### config.mk
export PLATFORM = sky130hd
export DESIGN_NAME = hs_byte_tx_flat
export DESIGN_NICKNAME = d
export VERILOG_FILES = /design/src/rtl/hs_pkg.sv /design/src/rtl/hs_byte_tx_if.sv /design/src/rtl/hs_byte_tx.sv /design/src/flat_wrapper.sv
export SDC_FILE = /design/constraint.sdc
export NUM_CORES = 1
export LEC_CHECK = 0
export ABC_CLOCK_PERIOD_IN_PS = 2700
export CAP_MARGIN = 20
export CORE_UTILIZATION = 58
export DETAILED_ROUTE_END_ITERATION = 16
export DONT_BUFFER_PORTS = 1
export PLACE_DENSITY_LB_ADDON = 0.2
export SETUP_SLACK_MARGIN = 0.1
export SLEW_MARGIN = 20
export SYNTH_ARGS = -nofsm -noshare
export SYNTH_HDL_FRONTEND = slang
export SYNTH_SLANG_ARGS = --single-unit
### constraint.sdc
create_clock -name clk -period 2.7 [get_ports clk]
set_input_delay 0.27 -clock clk [delete_from_list [all_inputs] [get_ports clk]]
set_output_delay 0.27 -clock clk [all_outputs]
set_load 0.02 [all_outputs]
### src/rtl/hs_pkg.sv
// Shared definitions for the 8-bit valid/ready byte stream: byte width,
// transmitter state encoding and the byte-count width helper.
package hs_pkg;

    localparam int HS_BYTE_W = 8;

    typedef enum logic [0:0] {
        IDLE = 1'b0,
        SEND = 1'b1
    } hs_state_e;

    // Count must reach WORD_BYTES itself, hence one bit beyond the index width.
    function automatic int hs_cnt_w(input int word_bytes);
        return $clog2(word_bytes) + 32'sd1;
    endfunction

endpackage

### src/rtl/hs_byte_tx_if.sv
// Host-word port and byte-stream port of the byte transmitter.
// The transmitter uses the slave modport; the host/sink side uses master.
interface hs_byte_tx_if #(
    parameter int WORD_BYTES = 4
);
    import hs_pkg::*;

    localparam int CNT_W = hs_cnt_w(WORD_BYTES);

    logic                            in_valid;
    logic [HS_BYTE_W*WORD_BYTES-1:0] in_data;
    logic [CNT_W-1:0]                in_nbytes;
    logic                            in_ready;
    logic                            out_valid;
    logic [HS_BYTE_W-1:0]            out_data;
    logic                            out_last;
    logic                            out_ready;

    modport slave (
        input  in_valid,
        input  in_data,
        input  in_nbytes,
        output in_ready,
        output out_valid,
        output out_data,
        output out_last,
        input  out_ready
    );

    modport master (
        output in_valid,
        output in_data,
        output in_nbytes,
        input  in_ready,
        input  out_valid,
        input  out_data,
        input  out_last,
        output out_ready
    );

endinterface

### src/rtl/hs_byte_tx.sv
// Word-to-byte serialiser: accepts a packed word plus byte count and emits it
// LSB byte first on the valid/ready byte stream, flagging the final byte.
module hs_byte_tx
    import hs_pkg::*;
#(
    parameter int WORD_BYTES = 4,
    parameter bit BACK2BACK  = 1'b1,
    parameter int CNT_W      = hs_cnt_w(WORD_BYTES)
) (
    input  logic               clk,
    input  logic               rst,
    hs_byte_tx_if.slave        bus,
    output logic               drop,
    output logic [15:0]        words_sent
);

    localparam int              IDX_W   = $clog2(WORD_BYTES);
    localparam logic [0:0]      ST_IDLE = IDLE;
    localparam logic [0:0]      ST_SEND = SEND;
    localparam logic [CNT_W-1:0] WB_CNT = CNT_W'(WORD_BYTES);
    localparam logic [CNT_W-1:0] CNT_ZERO = {CNT_W{1'b0}};
    localparam logic [CNT_W-1:0] CNT_ONE  = CNT_W'(1);

    logic [0:0]                                 state_r;
    logic [WORD_BYTES-1:0][HS_BYTE_W-1:0]       word_r;
    logic [CNT_W-1:0]                           idx_r;
    logic [CNT_W-1:0]                           len_r;
    logic                                       drop_r;
    logic [15:0]                                words_sent_r;

    logic             sending_s;
    logic             last_s;
    logic             take_s;
    logic             in_ready_s;
    logic             accept_s;
    logic             zero_len_s;
    logic [CNT_W-1:0] len_clamp_s;

    // Handshake decode; in_ready may follow out_ready combinationally when the
    // final byte leaves, so a new word can load without a bubble.
    always_comb begin
        sending_s = (state_r == ST_SEND);
        last_s    = sending_s && (idx_r == (len_r - CNT_ONE));
        take_s    = sending_s && bus.out_ready;

        if (rst) begin
            in_ready_s = 1'b0;
        end else if (!sending_s) begin
            in_ready_s = 1'b1;
        end else if (BACK2BACK) begin
            in_ready_s = bus.out_ready && last_s;
        end else begin
            in_ready_s = 1'b0;
        end

        accept_s   = bus.in_valid && in_ready_s;
        zero_len_s = (bus.in_nbytes == CNT_ZERO);

        if (bus.in_nbytes > WB_CNT) begin
            len_clamp_s = WB_CNT;
        end else begin
            len_clamp_s = bus.in_nbytes;
        end
    end

    // FSM and datapath registers; a new word load takes priority over the
    // return to IDLE that would otherwise follow the final byte.
    always_ff @(posedge clk) begin
        if (rst) begin
            state_r      <= ST_IDLE;
            word_r       <= '{default: 8'h00};
            idx_r        <= CNT_ZERO;
            len_r        <= CNT_ZERO;
            drop_r       <= 1'b0;
            words_sent_r <= 16'h0000;
        end else begin
            drop_r <= accept_s && zero_len_s;

            if (take_s && last_s) begin
                words_sent_r <= words_sent_r + 16'd1;
            end

            if (accept_s && !zero_len_s) begin
                word_r  <= bus.in_data;
                len_r   <= len_clamp_s;
                idx_r   <= CNT_ZERO;
                state_r <= ST_SEND;
            end else if (take_s && last_s) begin
                state_r <= ST_IDLE;
            end else if (take_s) begin
                idx_r   <= idx_r + CNT_ONE;
            end
        end
    end

    // Byte outputs come only from registers, never from the in_* side.
    assign bus.out_valid = sending_s;
    assign bus.out_last  = last_s;
    assign bus.out_data  = sending_s ? word_r[idx_r[IDX_W-1:0]] : 8'h00;
    assign bus.in_ready  = in_ready_s;
    assign drop          = drop_r;
    assign words_sent    = words_sent_r;

endmodule

### src/flat_wrapper.sv
// flat-port wrapper written by rule: the top's interface ports become plain ports
module hs_byte_tx_flat import hs_pkg::*;
#(
    parameter int WORD_BYTES = 4,
    parameter bit BACK2BACK  = 1'b1,
    parameter int CNT_W      = hs_cnt_w(WORD_BYTES)
)
  (clk, rst, drop, words_sent, bus_in_valid, bus_in_data, bus_in_nbytes, bus_in_ready, bus_out_valid, bus_out_data, bus_out_last, bus_out_ready);
  hs_byte_tx_if #(.WORD_BYTES(WORD_BYTES)) bus_i ();
  input  logic clk;
  input  logic rst;
  output logic drop;
  output logic [15:0] words_sent;
  input wire logic [$bits(bus_i.in_valid)-1:0] bus_in_valid;
  input wire logic [$bits(bus_i.in_data)-1:0] bus_in_data;
  input wire logic [$bits(bus_i.in_nbytes)-1:0] bus_in_nbytes;
  output wire logic [$bits(bus_i.in_ready)-1:0] bus_in_ready;
  output wire logic [$bits(bus_i.out_valid)-1:0] bus_out_valid;
  output wire logic [$bits(bus_i.out_data)-1:0] bus_out_data;
  output wire logic [$bits(bus_i.out_last)-1:0] bus_out_last;
  input wire logic [$bits(bus_i.out_ready)-1:0] bus_out_ready;
  assign bus_i.in_valid = bus_in_valid;
  assign bus_i.in_data = bus_in_data;
  assign bus_i.in_nbytes = bus_in_nbytes;
  assign bus_in_ready = bus_i.in_ready;
  assign bus_out_valid = bus_i.out_valid;
  assign bus_out_data = bus_i.out_data;
  assign bus_out_last = bus_i.out_last;
  assign bus_i.out_ready = bus_out_ready;
  hs_byte_tx #(.WORD_BYTES(WORD_BYTES), .BACK2BACK(BACK2BACK), .CNT_W(CNT_W)) u_core (.clk(clk), .rst(rst), .bus(bus_i), .drop(drop), .words_sent(words_sent));
endmodule
==> impl_results.md, run 1 <==
* Status: finished, final reports clean
* TNS Setup at 0 ns
* Cts bufs inserted at 5
* Maximum buffer depth of the clock tree at 2
* Hold Vio Cnt, Final at 0
* Placed cell count at 341
* Syn avg cell area at around 8.7 sq um
* Gpl congestion at 0.7917
* Largest net degree at the start of global routing at 56
* Max-cap violation count at 0
* Synth Register Bits at 56
* Seq pwr share at ~54%
* Maximum vdd drop at 0.3135 mV
* Hold/Removal Path Class: primary input to flop
* DPL Wire Length at 4.024 mm
* Combinational share of power at 9.7%
* Clk_lat worst skew at 0.30 ns
* Final Slew Violations at 0
* Critical Path End Type: flop
* Initial Util at between 60% and 70%
* Power Dens Cells at 563.4 nW/um^2
* Min cycle time layout at 2.487 ns
* Initial antenna violation count at 0
* Max Clk Rate at 0.4022 GHz
* Slew @ Worst Pin at 0.5624 ns
* Die W at roughly 70 um
* First-pass GRT wire length at 9.687 mm
* IO buf count at 0
* Post-CTS setup buffers at 0
* Row count at 24
* Clock skew at 0.003806 ns
* Rel. slew slack at approximately 62%
* Clock sink total at 56
* GRT Residual Overflow at 0
* Hold Path Origin: rst
* Vias in the first global route at between 2000 and 2500
* Core ar. at 4384 sq um
* CTS tree: yes
* Critical Path Source Type: flop
* Die Span Y at around 70 um
* Clock transition at path regs at 0.09 ns
* R2r setup slk at 0.21 ns
* Cell area after synthesis at 2675 sq um
* CTS Root Cell: clkbuf_8
* Clock power share at 36.5%
* Top FF cell, synth: dfxtp_1
* CTS H-tree depth at 2
* Total Nets Final at 339
* # diodes at 0
* Final Power at 1.604 mW
* Fin crit share at 92.10%
* Switching Fraction at 22.75%
* Int Pwr at 1.239 mW
* 1st-iter DRT viols at 135
* Static leakage at 0.9225 nW
* DRC viols at 0
* Total GRT Usage at between 20 and 25%
* Yosys warnings at 0
* Via density at 6.463
* Worst hold endpoint: u_core.words_sent[13]
* I/O Pins at 67
* Hold buffer count at CTS at 0
* Fillcell total at approximately 400
* Syn nets at 349
* Vias after detailed routing at 2262
* Cell taking the most area after synthesis: dfxtp_1
* Non-filler cells, final at 350
* Crit-path max FO at 30
* Critical path class: flop to flop
* Cells on worst reg2reg path at 6
* Final setup violating endpoints at 0
* Async set-or-reset flop fraction in the synthesized netlist at 0%
* Routed len/inst at approximately 17 um
* Total wire length at 5.980 mm
* Commonest cells in the netlist: dfxtp_1 (56), a21oi_1 (51), nand3_1 (41)
* Top-count cell post-synth: dfxtp_1
* R2r endpoint: u_core.words_sent[14]
* Antenna-violating nets left at 0
* RSZ-0062 raised after global routing: yes
* Die area at 4888 sq um
* Hold path cells at 1
* Number of synthesized flops with an enable pin at 0
* Synth area leaders: dfxtp_1 (42%), a21oi_1 (9.5%), nand3_1 (7.7%)
* Synth unique cells at 34
* RR Startpoint: u_core.len_r[0]
* Synthesis-to-layout area growth at 6.408%
* DR pass1 iterations at 4
* Crit path arrival time at 2.72 ns
* Sequential share of the synthesized area at 41.91%
* P_sw at 0.3648 mW
* Layout cells sized above 1 at 9.396%
* WP data required at approximately 2.9 ns
* Synth top area share at 41.91%
* Syn Inst Count at 307
==> routing by layer <==
layer  global-route usage [%]  wire length, um
met1                    31.07             2720
met3                    6.638              312
met4                    6.889               62
met2                    41.88             2885
met5                        0                0
==> registers in the layout, summed over array words and instances (netlist names) <==
name / cells
u_core.bus.out_valid: 1
u_core.drop: 1
u_core.idx_r: 3
u_core.len_r: 3
u_core.word_r: 32
u_core.words_sent: 16
==> power groups by stage <==
stage | sequential (mW) | clock [mW] | combinational, mW
after global placement | 0.882 | 0 | 0.148
after detailed placement | 0.883 | 0 | 0.151
after CTS | 0.864 | 0.594 | 0.152
after floorplan | 0.882 | 0 | 0.127
after global routing | 0.867 | 0.626 | 0.171
final | 0.864 | 0.585 | 0.155
==> final cells by class <==
type | instances | area, sq um | area share, %
inverter | 6 | 22.52 | 0.7912
clock buffer | 7 | 96.34 | 3.385
timing repair buffer | 8 | 67.56 | 2.374
clock inverter | 1 | 30.03 | 1.055
sequential | 56 | 1121 | 39.38
multi-input combinational | 220 | 1444 | 50.73
tap | 52 | 65.06 | 2.286
==> worst max-delay path: stages (launching register included) <==
cell,delay (ns)
dfxtp_1,0.41
inv_1,0.07
ha_1,0.23
xor3_2,0.30
or4_4,0.70
or4_1,0.54
a21oi_1,0.17
==> layout by cell type (no fill, tap or decap), drive strengths merged, types with 6 or more instances in the layout <==
cell type  instances
a21oi             51
and2               9
buf                8
clkbuf             7
dfxtp             56
inv                6
mux4               8
nand2              9
nand3             41
nor2               6
o21ai             37
o31ai             10
or4               11
==> worst max-delay path by stage <==
stage               startpoint                     to  slack, ns  depth (start not counted)
4_1_cts        u_core.len_r[0]           bus_in_ready       0.16                          5
3_3_place_gp   u_core.len_r[0]  u_core.words_sent[13]       0.27                          6
5_1_grt        u_core.len_r[0]  u_core.words_sent[13]       0.05                          6
6_report       u_core.len_r[0]  u_core.words_sent[14]       0.21                          6
2_1_floorplan  u_core.len_r[0]   u_core.words_sent[5]       0.40                          7
3_5_place_dp   u_core.len_r[0]  u_core.words_sent[14]       0.14                          6
==> logic make-up (layout without fill, tap and decap cells) <==
logic type,after synthesis,count (layout),synth area share [%]
adders and majority gates,3,3,1.403
AOI/OAI and AO/OA,107,107,22.45
xor gates and xnor gates,8,8,3.227
and+or+nand+nor,92,92,18.90
DFF,56,56,41.91
muxes,10,10,7.484
buffers and inverters,31,22,4.630
==> metrics by stage <==
stage | utilization [%] | hold slack, ns | cell area (sq um) | worst slack, ns
after floorplan | - | 0.3955 | 2675 | 0.4029
after global placement | 61.64 | 0.3448 | 2703 | 0.2729
after detailed placement | 61.64 | 0.3476 | 2703 | 0.1404
after CTS | 64.53 | 0.02041 | 2829 | 0.1624
after global routing | 64.93 | 0.01488 | 2846 | 0.05295
final | 64.93 | 0.02890 | 2846 | 0.2134
==> repair_timing <==
action | 4_1_cts | 5_1_grt
pin swaps | 1 | 1
gates resized for setup | 0 | 1
gates cloned | 0 | 0
endpoints found under the setup margin | 1 | 9
(Power assumes the default switching activity.)
==> run 2, diff against run 1 <==
RECOVER_POWER = 100   (was unset)
==> impl_results.md, run 2 (synthesis gave the netlist of run 1 again) <==
* Clock transition at path regs at 0.09 ns (about the same)
* Max reg flops at 32 (unchanged)
* Final setup violating endpoints at 0 (unchanged)
* Hold Vio Cnt, Final at 0 (unchanged)
* Status: finished, final reports clean (unchanged)
* Min cycle time layout at 2.506 ns (was 2.487 ns)
* Initial Util at 61.02% (unchanged)
* Routed len/inst at 16.93 um (was 17.09 um)
* Die area at 4888 sq um (unchanged)
* Antenna-violating nets left at 0 (unchanged)
* Hold path cells at 1 (unchanged)
* Synthesis-to-layout area growth at 5.800% (was 6.408%)
* Layout cells sized above 1 at 8.054% (was 9.396%)
* Rel. slew slack at 42.38% (was 62.24%)
* Maximum buffer depth of the clock tree at 2 (unchanged)
* Clock skew at 0.004264 ns (was 0.003806 ns)
* Hold/Removal Path Class: primary input to flop (unchanged)
* Via density at 6.426 (was 6.463)
* Crit-path max FO at 5 (was 30)
* Critical path cell sequence: inv_1 -> ha_1 -> xnor2_1 -> o41a_1 -> nor2_1 (was inv_1 -> ha_1 -> xor3_2 -> or4_4 -> or4_1 -> a21oi_1)
* DPL Wire Length at 4.024 mm (unchanged)
* Vias in the first global route at 2093 (unchanged)
* Most flops, register: u_core.word_r (unchanged)
* # diodes at 0 (unchanged)
* Placed inst area at 2703 sq um (unchanged)
* Slew @ Worst Pin at 0.8643 ns (was 0.5624 ns)
* CTS Root Cell: clkbuf_8 (unchanged)
* Largest net degree at the start of global routing at 56 (unchanged)
* TNS Setup at 0 ns (unchanged)
* Static leakage at 0.9063 nW (was 0.9225 nW)
* Family with the most delay on the worst path: compound AO/OA/AOI/OAI gates (was simple AND/OR/NAND/NOR gates)
* CTS H-tree depth at 2 (unchanged)
* Total Nets Final at 339 (unchanged)
* Die W at 69.92 um (unchanged)
* Critical Path End Type: primary output (was flop)
* Commonest non-fill, non-tap cells in the layout: dfxtp_1 (56), a21oi_1 (51), nand3_1 (41) (unchanged)
* Critical Path Source Type: flop (unchanged)
* Clock sink total at 56 (unchanged)
* R2r setup slk at 0.21 ns (about the same)
* First-pass GRT wire length at 9.687 mm (unchanged)
* GRT Residual Overflow at 0 (unchanged)
* IO buf count at 0 (unchanged)
* Vias after detailed routing at 2249 (was 2262)
* CTS tree: yes (unchanged)
* Worst hold endpoint: u_core.words_sent[12] (was u_core.words_sent[13])
* Max Clk Rate at 0.3990 GHz (was 0.4022 GHz)
* 1st-iter DRT viols at 138 (was 135)
* Post-CTS setup buffers at 0 (unchanged)
* Total GRT Usage at 24.73% (unchanged)
* Crit-path slowest cell: o41a_1 (was or4_4)
* RSZ-0062 raised after global routing: yes (unchanged)
* Maximum vdd drop at 0.3122 mV (was 0.3135 mV)
* Initial antenna violation count at 0 (unchanged)
* Max-cap violation count at 0 (unchanged)
* Setup WS pre-CTS at 0.1404 ns (unchanged)
* Critical path class: flop to primary output (was flop to flop)
* DR pass1 iterations at 4 (unchanged)
* Row count at 24 (unchanged)
* Critical Path Max Stage Delay at 0.50 ns (was 0.70 ns)
* Crit path arrival time at 2.24 ns (was 2.72 ns)
* Core ar. at 4384 sq um (unchanged)
* Final Slew Violations at 0 (unchanged)
* Power Dens Cells at 565.0 nW/um^2 (was 563.4 nW/um^2)
* Fin crit share at 92.83% (was 92.10%)
* WP buf/inv at 1 (unchanged)
* Cells on worst reg2reg path at 6 (unchanged)
* Hold Path Origin: rst (unchanged)
* Commonest non-fill, non-tap cell in the layout: dfxtp_1 (unchanged)
* I/O Pins at 67 (unchanged)
* Gpl congestion at 0.7917 (unchanged)
* R2r endpoint: u_core.words_sent[14] (unchanged)
* DRC viols at 0 (unchanged)
* Die Span Y at 69.92 um (unchanged)
* Cts bufs inserted at 5 (unchanged)
* Total wire length at 5.924 mm (was 5.980 mm)
* WP data required at 2.43 ns (was 2.93 ns)
* RR Startpoint: u_core.len_r[0] (unchanged)
* Clk_lat worst skew at 0.30 ns (about the same)
* Post-layout instance area at 2830 sq um (was 2846 sq um)
* PnR worst setup slack at 0.1937 ns (was 0.2134 ns)
[run 2: cell types whose count changed in the layout (fill, tap and decap cells not counted), sizes merged]
cell,previous run,this run
buf,8,4
clkbuf,7,11
[run 2: per-stage QoR]
step	power, mW	std cells	utilization [%]	hold slack (ns)
2_1_floorplan	1.009	307	-	0.3955
3_3_place_gp	1.030	341	61.64	0.3448
3_5_place_dp	1.035	341	61.64	0.3476
4_1_cts	1.610	349	64.53	0.02041
5_1_grt	1.660	350	64.55	0.01481
6_report	1.599	350	64.55	0.02544
[run 2: layout make-up]
cell class	instances	area (sq um)
multi-input cells	220	1440
well taps	52	65.06
inverters	6	22.52
flip-flops and latches	56	1121
clock inverters	1	30.03
repair buffers	8	55.05
clock buffers	7	96.34
fillers	408	1554
[run 2: worst max path at each step]
stage / startpoint / endpoint / slack [ns] / cells after the start
6_report: u_core.len_r[0] / bus_in_ready / 0.19 / 5
5_1_grt: u_core.len_r[0] / u_core.words_sent[13] / 0.04 / 6
2_1_floorplan: u_core.len_r[0] / u_core.words_sent[5] / 0.40 / 7
3_3_place_gp: u_core.len_r[0] / u_core.words_sent[13] / 0.27 / 6
3_5_place_dp: u_core.len_r[0] / u_core.words_sent[14] / 0.14 / 6
4_1_cts: u_core.len_r[0] / bus_in_ready / 0.16 / 5
[run 2: repair_timing]
item,in CTS,in global routing
gates resized for setup,0,1
hold buffers,0,0
endpoints found under the setup margin,1,9
hold endpoints to repair,0,0
pin swaps,1,1
gates cloned,0,0
[run 2: metal layers]
layer,GRT usage [%],vias up,wire length (um)
met5,0,-,0
met4,6.889,0,65
met3,6.638,9,372
met2,41.88,62,2927
met1,31.07,1056,2558
li1,-,1122,-
[run 2: power by group]
part           internal [mW]  switching (mW)  total, mW  leakage, nW
sequential             0.851          0.0135      0.864        0.455
combinational         0.0568          0.0929      0.150        0.387
clock                  0.327           0.258      0.585       0.0645
total                   1.23           0.364       1.60        0.906
[run 2: worst reg2reg max path, delay by kind of cell, from the launching register on]
kind / cells / cell delay (ns)
AO/OA/AOI/OAI: 1 / 0.17
buffers and inverters: 1 / 0.07
AND/OR/NAND/NOR: 2 / 1.26
flip-flops: 1 / 0.41
adder cells (fa/ha/maj): 1 / 0.23
XOR/XNOR: 1 / 0.29
==> run 3, diff against run 2 <==
CORE_UTILIZATION = 54   (was 58)
==> impl_results.md, run 3 (synthesis gave the netlist of run 1 again) <==
* Status: finished, final reports clean (unchanged)
* R2r endpoint: u_core.words_sent[9] (was u_core.words_sent[14])
* WP data required at 2.43 ns (about the same)
* Most flops, register: u_core.word_r (unchanged)
* Fin crit share at 93.93% (was 92.83%)
* Commonest non-fill, non-tap cell in the layout: dfxtp_1 (unchanged)
* Hold WS at 0.01940 ns (was 0.02544 ns)
* Vias in the first global route at 2054 (was 2093)
* Largest net degree at the start of global routing at 56 (unchanged)
* Hold/Removal Path Class: primary input to flop (unchanged)
* CTS H-tree depth at 2 (unchanged)
* Hold path cells at 1 (unchanged)
* P_sw at 0.3696 mW (was 0.3642 mW)
* Initial Util at 56.26% (was 61.02%)
* Clock skew at 0.01279 ns (was 0.004264 ns)
* Maximum vdd drop at 0.3529 mV (was 0.3122 mV)
* Final Slew Violations at 0 (unchanged)
* Total Nets Final at 339 (unchanged)
* Critical Path End Type: primary output (unchanged)
* Cells on worst reg2reg path at 6 (unchanged)
* Max reg flops at 32 (unchanged)
* Slew @ Worst Pin at 0.9129 ns (was 0.8643 ns)
* Max-cap violation count at 0 (unchanged)
* Final Power at 1.645 mW (was 1.599 mW)
* R2r setup slk at 0.24 ns (was 0.21 ns)
* Die area at 5240 sq um (was 4888 sq um)
* Post-CTS setup buffers at 0 (unchanged)
* Worst hold endpoint: u_core.words_sent[11] (was u_core.words_sent[12])
* Combinational share of power at 9.6% (was 9.4%)
* First-pass GRT wire length at 9.722 mm (was 9.687 mm)
* Synthesis-to-layout area growth at 7.156% (was 5.800%)
* GR Util met3 at 6.250% (was 6.638%)
* Critical path class: flop to primary output (unchanged)
* Clock power share at 37.9% (was 36.6%)
* Vias after detailed routing at 2306 (was 2249)
* TNS Setup at 0 ns (unchanged)
* Busiest grt layer: met2 (unchanged)
* Row count at 25 (was 24)
* Hold Path Origin: rst (unchanged)
* Rel. slew slack at 39.14% (was 42.38%)
* Hold buffer count at CTS at 0 (unchanged)
* Post_cts resized at 0 (unchanged)
* Seq pwr share at 52.5% (was 54.0%)
* Routed len/inst at 17.26 um (was 16.93 um)
* Max Clk Rate at 0.3943 GHz (was 0.3990 GHz)
* Die Span Y at 72.39 um (was 69.92 um)
* Switching Fraction at 22.48% (was 22.77%)
* Placed cell count at 356 (was 341)
* I/O Pins at 67 (unchanged)
* IO buf count at 0 (unchanged)
* Crit path arrival time at 2.27 ns (was 2.24 ns)
* Final setup violating endpoints at 0 (unchanged)
* CTS tree: yes (unchanged)
* Via density at 6.335 (was 6.426)
* Die W at 72.39 um (was 69.92 um)
* RR Startpoint: u_core.len_r[0] (unchanged)
* Min cycle time layout at 2.536 ns (was 2.506 ns)
* Total GRT Usage at 23.95% (was 24.73%)
* Non-filler cells, final at 364 (was 350)
* Crit-path max FO at 6 (was 5)
* Core ar. at 4755 sq um (was 4384 sq um)
* Cts bufs inserted at 5 (unchanged)
* RSZ-0062 raised after global routing: yes (unchanged)
* DPL Wire Length at 3.870 mm (was 4.024 mm)
* Antenna-violating nets left at 0 (unchanged)
* Int Pwr at 1.275 mW (was 1.235 mW)
* Fillcell total at 443 (was 408)
* Register area at 1121 sq um (unchanged)
* Power Dens Cells at 573.8 nW/um^2 (was 565.0 nW/um^2)
* DR pass1 iterations at 4 (unchanged)
* Clk_lat worst skew at 0.31 ns (was 0.30 ns)
* Maximum buffer depth of the clock tree at 2 (unchanged)
* Layout cells sized above 1 at 8.081% (was 8.054%)
* Total wire length at 6.284 mm (was 5.924 mm)
* # diodes at 0 (unchanged)
* Met1 Usage GRT at 31.80% (was 31.07%)
* 1st-iter DRT viols at 112 (was 138)
* Hold Vio Cnt, Final at 0 (unchanged)
* Gpl congestion at 0.7743 (was 0.7917)
* Initial antenna violation count at 0 (unchanged)
* GRT Residual Overflow at 0 (unchanged)
* Met2 Resource Use GR at 38.01% (was 41.88%)
* Critical Path Source Type: flop (unchanged)
* Multi-input gate area at 1449 sq um (was 1440 sq um)
* Static leakage at 0.9093 nW (was 0.9063 nW)
* Clock sink total at 56 (unchanged)
* CTS Root Cell: clkbuf_8 (unchanged)
* Commonest non-fill, non-tap cells in the layout: dfxtp_1 (56), a21oi_1 (51), nand3_1 (41) (unchanged)
* DRC viols at 0 (unchanged)
* Clock transition at path regs at 0.10 ns (was 0.09 ns)
==> run 3: routing by layer <==
metal / vias up / routed length (um)
li1: 1123 / -
met1: 1081 / 2735
met2: 93 / 2959
met3: 9 / 494
met4: 0 / 95
met5: - / 0
==> run 3: worst max-delay path by stage <==
stage	from	endpoint	slack (ns)	depth (start not counted)
after floorplan	u_core.len_r[0]	u_core.words_sent[5]	0.40	7
after global placement	u_core.len_r[0]	u_core.words_sent[12]	0.27	6
after detailed placement	u_core.len_r[0]	u_core.words_sent[9]	0.19	6
after CTS	u_core.len_r[0]	u_core.words_sent[9]	0.14	6
after global routing	u_core.len_r[0]	bus_in_ready	0.06	5
final	u_core.len_r[0]	bus_in_ready	0.16	5
==> run 3: power by group through the flow <==
stage | Sequential, mW | Clock (mW) | Combinational [mW]
after floorplan | 0.882 | 0 | 0.127
after global placement | 0.881 | 0 | 0.154
after detailed placement | 0.883 | 0 | 0.156
after CTS | 0.864 | 0.644 | 0.157
after global routing | 0.867 | 0.669 | 0.172
final | 0.864 | 0.623 | 0.158
==> run 3: cell type report <==
cell class / instances / share of cell area [%]
inverters: 6 / 0.7857
well taps: 67 / 2.924
flip-flops and latches: 56 / 39.11
clock buffers: 5 / 2.401
repair buffers: 7 / 2.139
clock inverters: 2 / 2.095
multi-input cells: 221 / 50.55
==> run 3: stage by stage <==
| stage | utilization [%] | area, sq um | setup WS [ns] |
|---|---|---|---|
| after global routing | 60.29 | 2867 | 0.06148 |
| final | 60.29 | 2867 | 0.1639 |
| after detailed placement | 57.50 | 2734 | 0.1913 |
| after global placement | 57.50 | 2734 | 0.2693 |
| after floorplan | - | 2675 | 0.4029 |
| after CTS | 60.21 | 2863 | 0.1417 |
==> run 3: critical path: stages, from the launching register on <==
cell	delay [ns]
dfxtp_1	0.41
inv_1	0.06
ha_1	0.33
xnor2_1	0.27
o41a_1	0.49
nor2_1	0.40
